`config.mk`:
```
export PLATFORM = sky130hd
export DESIGN_NAME = i2c_rx_burst_controller
export DESIGN_NICKNAME = d
export VERILOG_FILES = /design/src/rtl/i2c_rx_burst_controller.sv
export SDC_FILE = /design/constraint.sdc
export NUM_CORES = 1
export LEC_CHECK = 0
export CORE_MARGIN = 2
export CORE_UTILIZATION = 30
export CTS_BUF_LIST = sky130_fd_sc_hd__clkbuf_2
export DETAILED_ROUTE_END_ITERATION = 8
export DONT_BUFFER_PORTS = 1
export GPL_TIMING_DRIVEN = 0
export PLACE_DENSITY = 0.48
export SYNTH_ARGS = -nofsm -noshare
export SYNTH_HDL_FRONTEND = slang
export SYNTH_SLANG_ARGS = --single-unit
```
`constraint.sdc`:
```
create_clock -name i_clk -period 3.2 [get_ports i_clk]
set_input_delay 0 -clock i_clk [delete_from_list [all_inputs] [get_ports i_clk]]
set_output_delay 0 -clock i_clk [all_outputs]
set_load 0.01 [all_outputs]
```
`src/rtl/i2c_rx_burst_controller.sv`:
```
// I2C master burst receive engine: shifts in bytes MSB first, ACKs all but the last, streams them out on valid/ready.
// Optional SCL stretch timeout is built when I2C_RX_STRETCH_TIMEOUT_EN is defined.
module i2c_rx_burst_controller #(
   parameter int unsigned LEN_WIDTH = 8
`ifdef I2C_RX_STRETCH_TIMEOUT_EN
   , parameter int unsigned STRETCH_TIMEOUT = 1024
`endif
) (
   input  logic                 i_clk,
   input  logic                 i_rst_n,
   input  logic                 i_tick,
   input  logic                 i_rx_start,
   input  logic [LEN_WIDTH-1:0] i_rx_len,
   input  logic                 i_abort,
   input  logic                 i_scl,
   input  logic                 i_sda,
   input  logic                 i_rx_ready,
   output logic                 o_rx_valid,
   output logic [7:0]           o_rx_data,
   output logic                 o_rx_last,
   output logic [LEN_WIDTH-1:0] o_byte_count,
   output logic                 o_busy,
   output logic                 o_rx_done,
   output logic                 o_rx_error,
   output logic                 o_sda,
   output logic                 o_scl,
   output logic                 o_sda_disable,
   output logic                 o_scl_disable
);

   typedef enum logic [1:0] {ST_IDLE, ST_BIT, ST_HOLD, ST_ACK} state_t;

   state_t               r_state;
   logic [1:0]           r_step;
   logic [2:0]           r_bit_cnt;
   logic [LEN_WIDTH-1:0] r_len;
   logic [LEN_WIDTH-1:0] r_byte_count;
   logic [7:0]           r_shift;
   logic [7:0]           r_rx_data;
   logic                 r_rx_valid;
   logic                 r_rx_last;
   logic                 r_rx_done;
   logic                 r_rx_error;
   logic                 r_sda;
   logic                 r_scl;

   logic                 w_bus_phase;
   logic [LEN_WIDTH-1:0] w_count_inc;

`ifdef I2C_RX_STRETCH_TIMEOUT_EN
   localparam int unsigned TO_W = $clog2(STRETCH_TIMEOUT + 1);
   logic [TO_W-1:0] r_to_cnt;
   logic            w_to_expire;
   assign w_to_expire = (r_to_cnt == TO_W'(STRETCH_TIMEOUT - 1));
`endif

   assign w_bus_phase   = (r_state == ST_BIT) || (r_state == ST_ACK);
   assign w_count_inc   = r_byte_count + LEN_WIDTH'(1);

   assign o_scl_disable = w_bus_phase && ((r_step == 2'd1) || (r_step == 2'd2));
   assign o_sda_disable = (r_state != ST_ACK);
   assign o_busy        = (r_state != ST_IDLE);
   assign o_rx_valid    = r_rx_valid;
   assign o_rx_data     = r_rx_data;
   assign o_rx_last     = r_rx_last;
   assign o_byte_count  = r_byte_count;
   assign o_rx_done     = r_rx_done;
   assign o_rx_error    = r_rx_error;
   assign o_sda         = r_sda;
   assign o_scl         = r_scl;

   always_ff @(posedge i_clk or negedge i_rst_n) begin
      if (!i_rst_n) begin
         r_state      <= ST_IDLE;
         r_step       <= '0;
         r_bit_cnt    <= '0;
         r_len        <= '0;
         r_byte_count <= '0;
         r_shift      <= '0;
         r_rx_data    <= '0;
         r_rx_valid   <= 1'b0;
         r_rx_last    <= 1'b0;
         r_rx_done    <= 1'b0;
         r_rx_error   <= 1'b0;
         r_sda        <= 1'b1;
         r_scl        <= 1'b0;
`ifdef I2C_RX_STRETCH_TIMEOUT_EN
         r_to_cnt     <= '0;
`endif
      end else begin
         r_rx_done  <= 1'b0;
         r_rx_error <= 1'b0;
         if (i_abort && (r_state != ST_IDLE)) begin
            r_state    <= ST_IDLE;
            r_step     <= '0;
            r_rx_valid <= 1'b0;
            r_sda      <= 1'b1;
            r_scl      <= 1'b0;
`ifdef I2C_RX_STRETCH_TIMEOUT_EN
            r_to_cnt   <= '0;
`endif
         end else if (w_bus_phase && (r_step == 2'd1)) begin
            // Step 1 is shared by BIT and ACK: wait for the slave to let SCL rise
            if (i_tick) begin
               if (i_scl) begin
                  r_step <= 2'd2;
`ifdef I2C_RX_STRETCH_TIMEOUT_EN
                  r_to_cnt <= '0;
               end else if (w_to_expire) begin
                  r_state    <= ST_IDLE;
                  r_step     <= '0;
                  r_to_cnt   <= '0;
                  r_rx_error <= 1'b1;
                  r_rx_valid <= 1'b0;
                  r_sda      <= 1'b1;
                  r_scl      <= 1'b0;
               end else begin
                  r_to_cnt <= r_to_cnt + TO_W'(1);
`endif
               end
            end
         end else begin
            case (r_state)
               ST_IDLE: begin
                  if (i_rx_start && !i_abort) begin
                     if (i_rx_len == '0) begin
                        r_rx_error <= 1'b1;
                     end else begin
                        r_len        <= i_rx_len;
                        r_byte_count <= '0;
                        r_bit_cnt    <= '0;
                        r_step       <= '0;
                        r_state      <= ST_BIT;
                     end
                  end
               end
               ST_BIT: begin
                  if (i_tick) begin
                     case (r_step)
                        2'd0: begin
                           r_scl  <= 1'b1;
                           r_step <= 2'd1;
                        end
                        2'd2: begin
                           r_shift <= {r_shift[6:0], i_sda};
                           r_scl   <= 1'b0;
                           r_step  <= 2'd3;
                        end
                        2'd3: begin
                           r_step    <= 2'd0;
                           r_bit_cnt <= r_bit_cnt + 3'd1;
                           if (r_bit_cnt == 3'd7) begin
                              r_state    <= ST_HOLD;
                              r_rx_data  <= r_shift;
                              r_rx_valid <= 1'b1;
                              r_rx_last  <= (w_count_inc == r_len);
                           end
                        end
                        default: ;
                     endcase
                  end
               end
               ST_HOLD: begin
                  if (r_rx_valid && i_rx_ready) begin
                     r_rx_valid   <= 1'b0;
                     r_byte_count <= w_count_inc;
                     r_step       <= 2'd0;
                     r_state      <= ST_ACK;
                  end
               end
               ST_ACK: begin
                  if (i_tick) begin
                     case (r_step)
                        2'd0: begin
                           r_scl  <= 1'b1;
                           r_sda  <= r_rx_last;
                           r_step <= 2'd1;
                        end
                        2'd2: begin
                           r_scl  <= 1'b0;
                           r_step <= 2'd3;
                        end
                        2'd3: begin
                           r_step <= 2'd0;
                           if (r_rx_last) begin
                              r_rx_done <= 1'b1;
                              r_sda     <= 1'b1;
                              r_state   <= ST_IDLE;
                           end else begin
                              r_state <= ST_BIT;
                           end
                        end
                        default: ;
                     endcase
                  end
               end
               default: r_state <= ST_IDLE;
            endcase
         end
      end
   end

endmodule

```
==> impl_metrics.csv <==
group,metric,value,unit
cts,ctsHoldBuffers,18,
global_route,grtUsageMet3,0.0352,
yosys,synth_largest_area_cell,"dfrtp_1",
setup_path,reg2regPathDepth,9,
floorplanning,io_pins,41,
floorplanning,core_area,8180,um^2
setup_path,r2r-start,"r_state[1]$_DFFE_PN0P_",
placement,dp_slack,0.972,ns
sta,finalSetupViolations,0,
setup_path,rrSetupSlack,0.45,ns
layout,layout-drive-gt1-share,0.149,
yosys,syn_area_per_cell,10.1,um^2
yosys,yosys.area.top_type_share,0.436,
placement,dp.final_hpwl,4140,um
power,switching_share,0.436,
floorplanning,num_rows,33,
cts,numCtsBuffers,5,
placement,place_area,2660,um^2
power,combPwrFrac,0.453,
setup_path,path_max_fanout,10,
floorplanning,fp.dieH,95.8,um
layout,syn2layout_area_growth,14.9,%
yosys,ys_types,56,
cts,post_cts_buffers,0,
sta,final_max_slew_viol_count,0,
power,power_density,696,nW/um^2
yosys,synth_seq_area_share,0.446,
global_route,grt_max_degree,44,
power,power_frac_clock,0.129,
outcome,status,"finished, final reports clean",
power,leakagePower,1.30,nW
layout,postLayoutCoreUtil,0.355,
layout,n_antenna_cell,0,
power,power.share.sequential,0.418,
sta,skew,0.0170,ns
global_route,grt-busiest-layer,"met2",
layout,nets,302,
detailed_routing,wire_per_inst,15.3,um
floorplanning,dieArea,9170,um^2
cts,clock_sink_count,45,
cts,clkTransAtPathRegs,0.26,ns
detailed_routing,firstDrtPassIters,4,
layout,num-fill-cells,861,
sta,setup_ws,0.447,ns
yosys,synth_flop_cell,"dfrtp_1",
yosys,syn_nets,277,
detailed_routing,vias_per_cell,5.06,
sta,slew_headroom,0.589,
sta,hold_ws,0.0980,ns
floorplanning,initial_utilization,0.309,
floorplanning,die-width,95.8,um
global_route,antenna_found_initial,0,
hold_path,min_path_type,"in -> reg",
setup_path,critical_path.startpoint_type,"register",
detailed_routing,drt_wl_total,5800,um
yosys,syn-cell-area,2530,um^2
setup_path,endpoint,"r_len[5]$_DFFE_PN0P_",
sta,finalSetupTns,0,ns
run,drv_cap,0,
setup_path,worstSetupEndpointType,"register",
yosys,synth_area_leaders,"dfrtp_1, mux2_2, ha_1",
detailed_routing,num_vias,1921,
global_route,grt_util_met1,0.186,
sta,period_share,0.860,
global_route,grt_overflow_total,0,
detailed_routing,ant_nets,0,
yosys,synth_cells,249,
setup_path,path_class,"reg -> reg",
layout,design_area,2900,um^2
placement,portBuffers,0,
global_route,grt_pass1_wl,9500,um
sta,tightest_slew,0.616,ns
yosys,ys_ff_latch,45,
layout,final_cells,380,
setup_path,crit_arrival,3.11,ns
cts,root_buffer,"clkbuf_2",
power,power,2.02,mW
placement,place_inst,354,
cts,htreeDepth,2,
yosys,synth_edf_count,0,
placement,globalplace.congestion,0.766,
cts,clockBufferDepth,2,
power,internal_power,1.14,mW
cts,cts.repair.resized,0,
cts,clk_latency,0.43,ns
sta,max_freq,363,MHz
sta,period_minus_slack,2.75,ns
setup_path,startpoint,"r_state[1]$_DFFE_PN0P_",
global_route,grt_usage,0.136,
yosys,yosysWarnings,0,
yosys,async_flop_share,1.00,
sta,grt_setup_unrepaired,"no",
global_route,first_global_vias,1840,
setup_path,crit_required,3.56,ns
detailed_routing,drt_iter0_markers,100,
cts,cts_tree,"built",
detailed_routing,remaining_drc_errors,0,
global_route,gr-usage-met2,0.212,
sta,hold_viol,0,
power,max-vdd-ir-drop,307,uV
power,power_switching,880,uW
setup_path,r2r_end,"r_len[5]$_DFFE_PN0P_",
## cell usage after synthesis (all sizes together), types with 6 or more instances
cell type	number
ha	12
dfrtp	44
inv	12
mux2	16
a22o	9
nor4	6
nand2	36
nor2	11
nand3	6
a21oi	6
o21ai	17
xnor2	7
## metal layers
layer	wire, um	part of all wire
met5	0	0
met4	75	0.013
met3	291	0.050
met2	2750	0.47
met1	2680	0.46
## cell families after synthesis
group	Yosys count	share of synthesized area
adders and majority gates	12	0.0594
xor gates and xnor gates	8	0.0277
muxes	20	0.0872
buffers and inverters	20	0.0327
and+or+nand+nor	87	0.177
AOI/OAI and AO/OA	57	0.169
DFF	45	0.446
## final cells by class
class | count | area, um^2 | area share
Timing Repair Buffer | 18 | 198 | 0.0681
Tap cell | 105 | 131 | 0.0453
Buffer | 8 | 37.5 | 0.0129
Multi-Input combinational cell | 184 | 1320 | 0.454
Sequential cell | 45 | 1130 | 0.389
Clock inverter | 3 | 21.3 | 0.00733
Clock buffer | 5 | 25.0 | 0.00862
Inverter | 12 | 45.0 | 0.0155
## flip-flops by register name, summed over array words and instances, names as in the netlist
| name | flops |
|---|---|
| o_rx_data | 8 |
| o_rx_error | 1 |
| o_rx_last | 1 |
| r_len | 8 |
| o_rx_done | 1 |
| r_bit_cnt | 3 |
| r_shift | 8 |
| r_state | 2 |
| o_scl | 1 |
| o_byte_count | 8 |
| r_step | 2 |
| o_rx_valid | 1 |
| o_sda | 1 |
## critical path, stage by stage (launching register included)
cell	delay (ns)
dfrtp_1	0.50
inv_1	0.15
ha_1	0.23
buf_1	0.39
and3_1	0.25
buf_2	0.21
nand2_1	0.22
nand2_1	0.13
nand2_1	0.05
dlygate4sd3_1	0.54
## power by group through the flow
stage / Sequential, mW / Combinational, mW / Clock (mW)
after floorplan: 0.820 / 0.700 / 0
after global placement: 0.854 / 0.862 / 0
after detailed placement: 0.859 / 0.865 / 0
after CTS: 0.849 / 0.921 / 0.280
after global routing: 0.866 / 1.03 / 0.312
final: 0.845 / 0.915 / 0.261
## placed cells by master, fill, tap and decap left out, types with 5 or more instances in the layout
cell type,netlist,routed
dfrtp_1,44,44
nand2_1,36,36
dlygate4sd3_1,0,17
mux2_2,16,16
o21ai_0,15,15
inv_1,12,12
ha_1,12,12
nor2_1,11,11
a22o_1,9,9
xnor2_1,7,7
nor4_1,6,6
a21oi_1,6,6
nor2b_1,5,5
nand3_1,5,5
clkbuf_2,0,5
## worst min-delay path by stage
| stage | from | slack, ns | to | depth (start not counted) |
|---|---|---|---|---|
| 4_1_cts | i_abort | 0.07 | r_len[2]$_DFFE_PN0P_ | 5 |
| 5_1_grt | i_abort | 0.06 | r_len[4]$_DFFE_PN0P_ | 5 |
| 3_3_place_gp | i_rst_n | -0.29 | r_step[1]$_DFFE_PN0P_ | 0 |
| 6_report | i_abort | 0.1 | r_len[6]$_DFFE_PN0P_ | 5 |
| 3_5_place_dp | i_rst_n | -0.29 | r_step[1]$_DFFE_PN0P_ | 0 |
| 2_1_floorplan | i_rst_n | -0.30 | o_byte_count[0]$_DFFE_PN0P_ | 0 |
No activity file was read; power rests on OpenSTA's default activity.
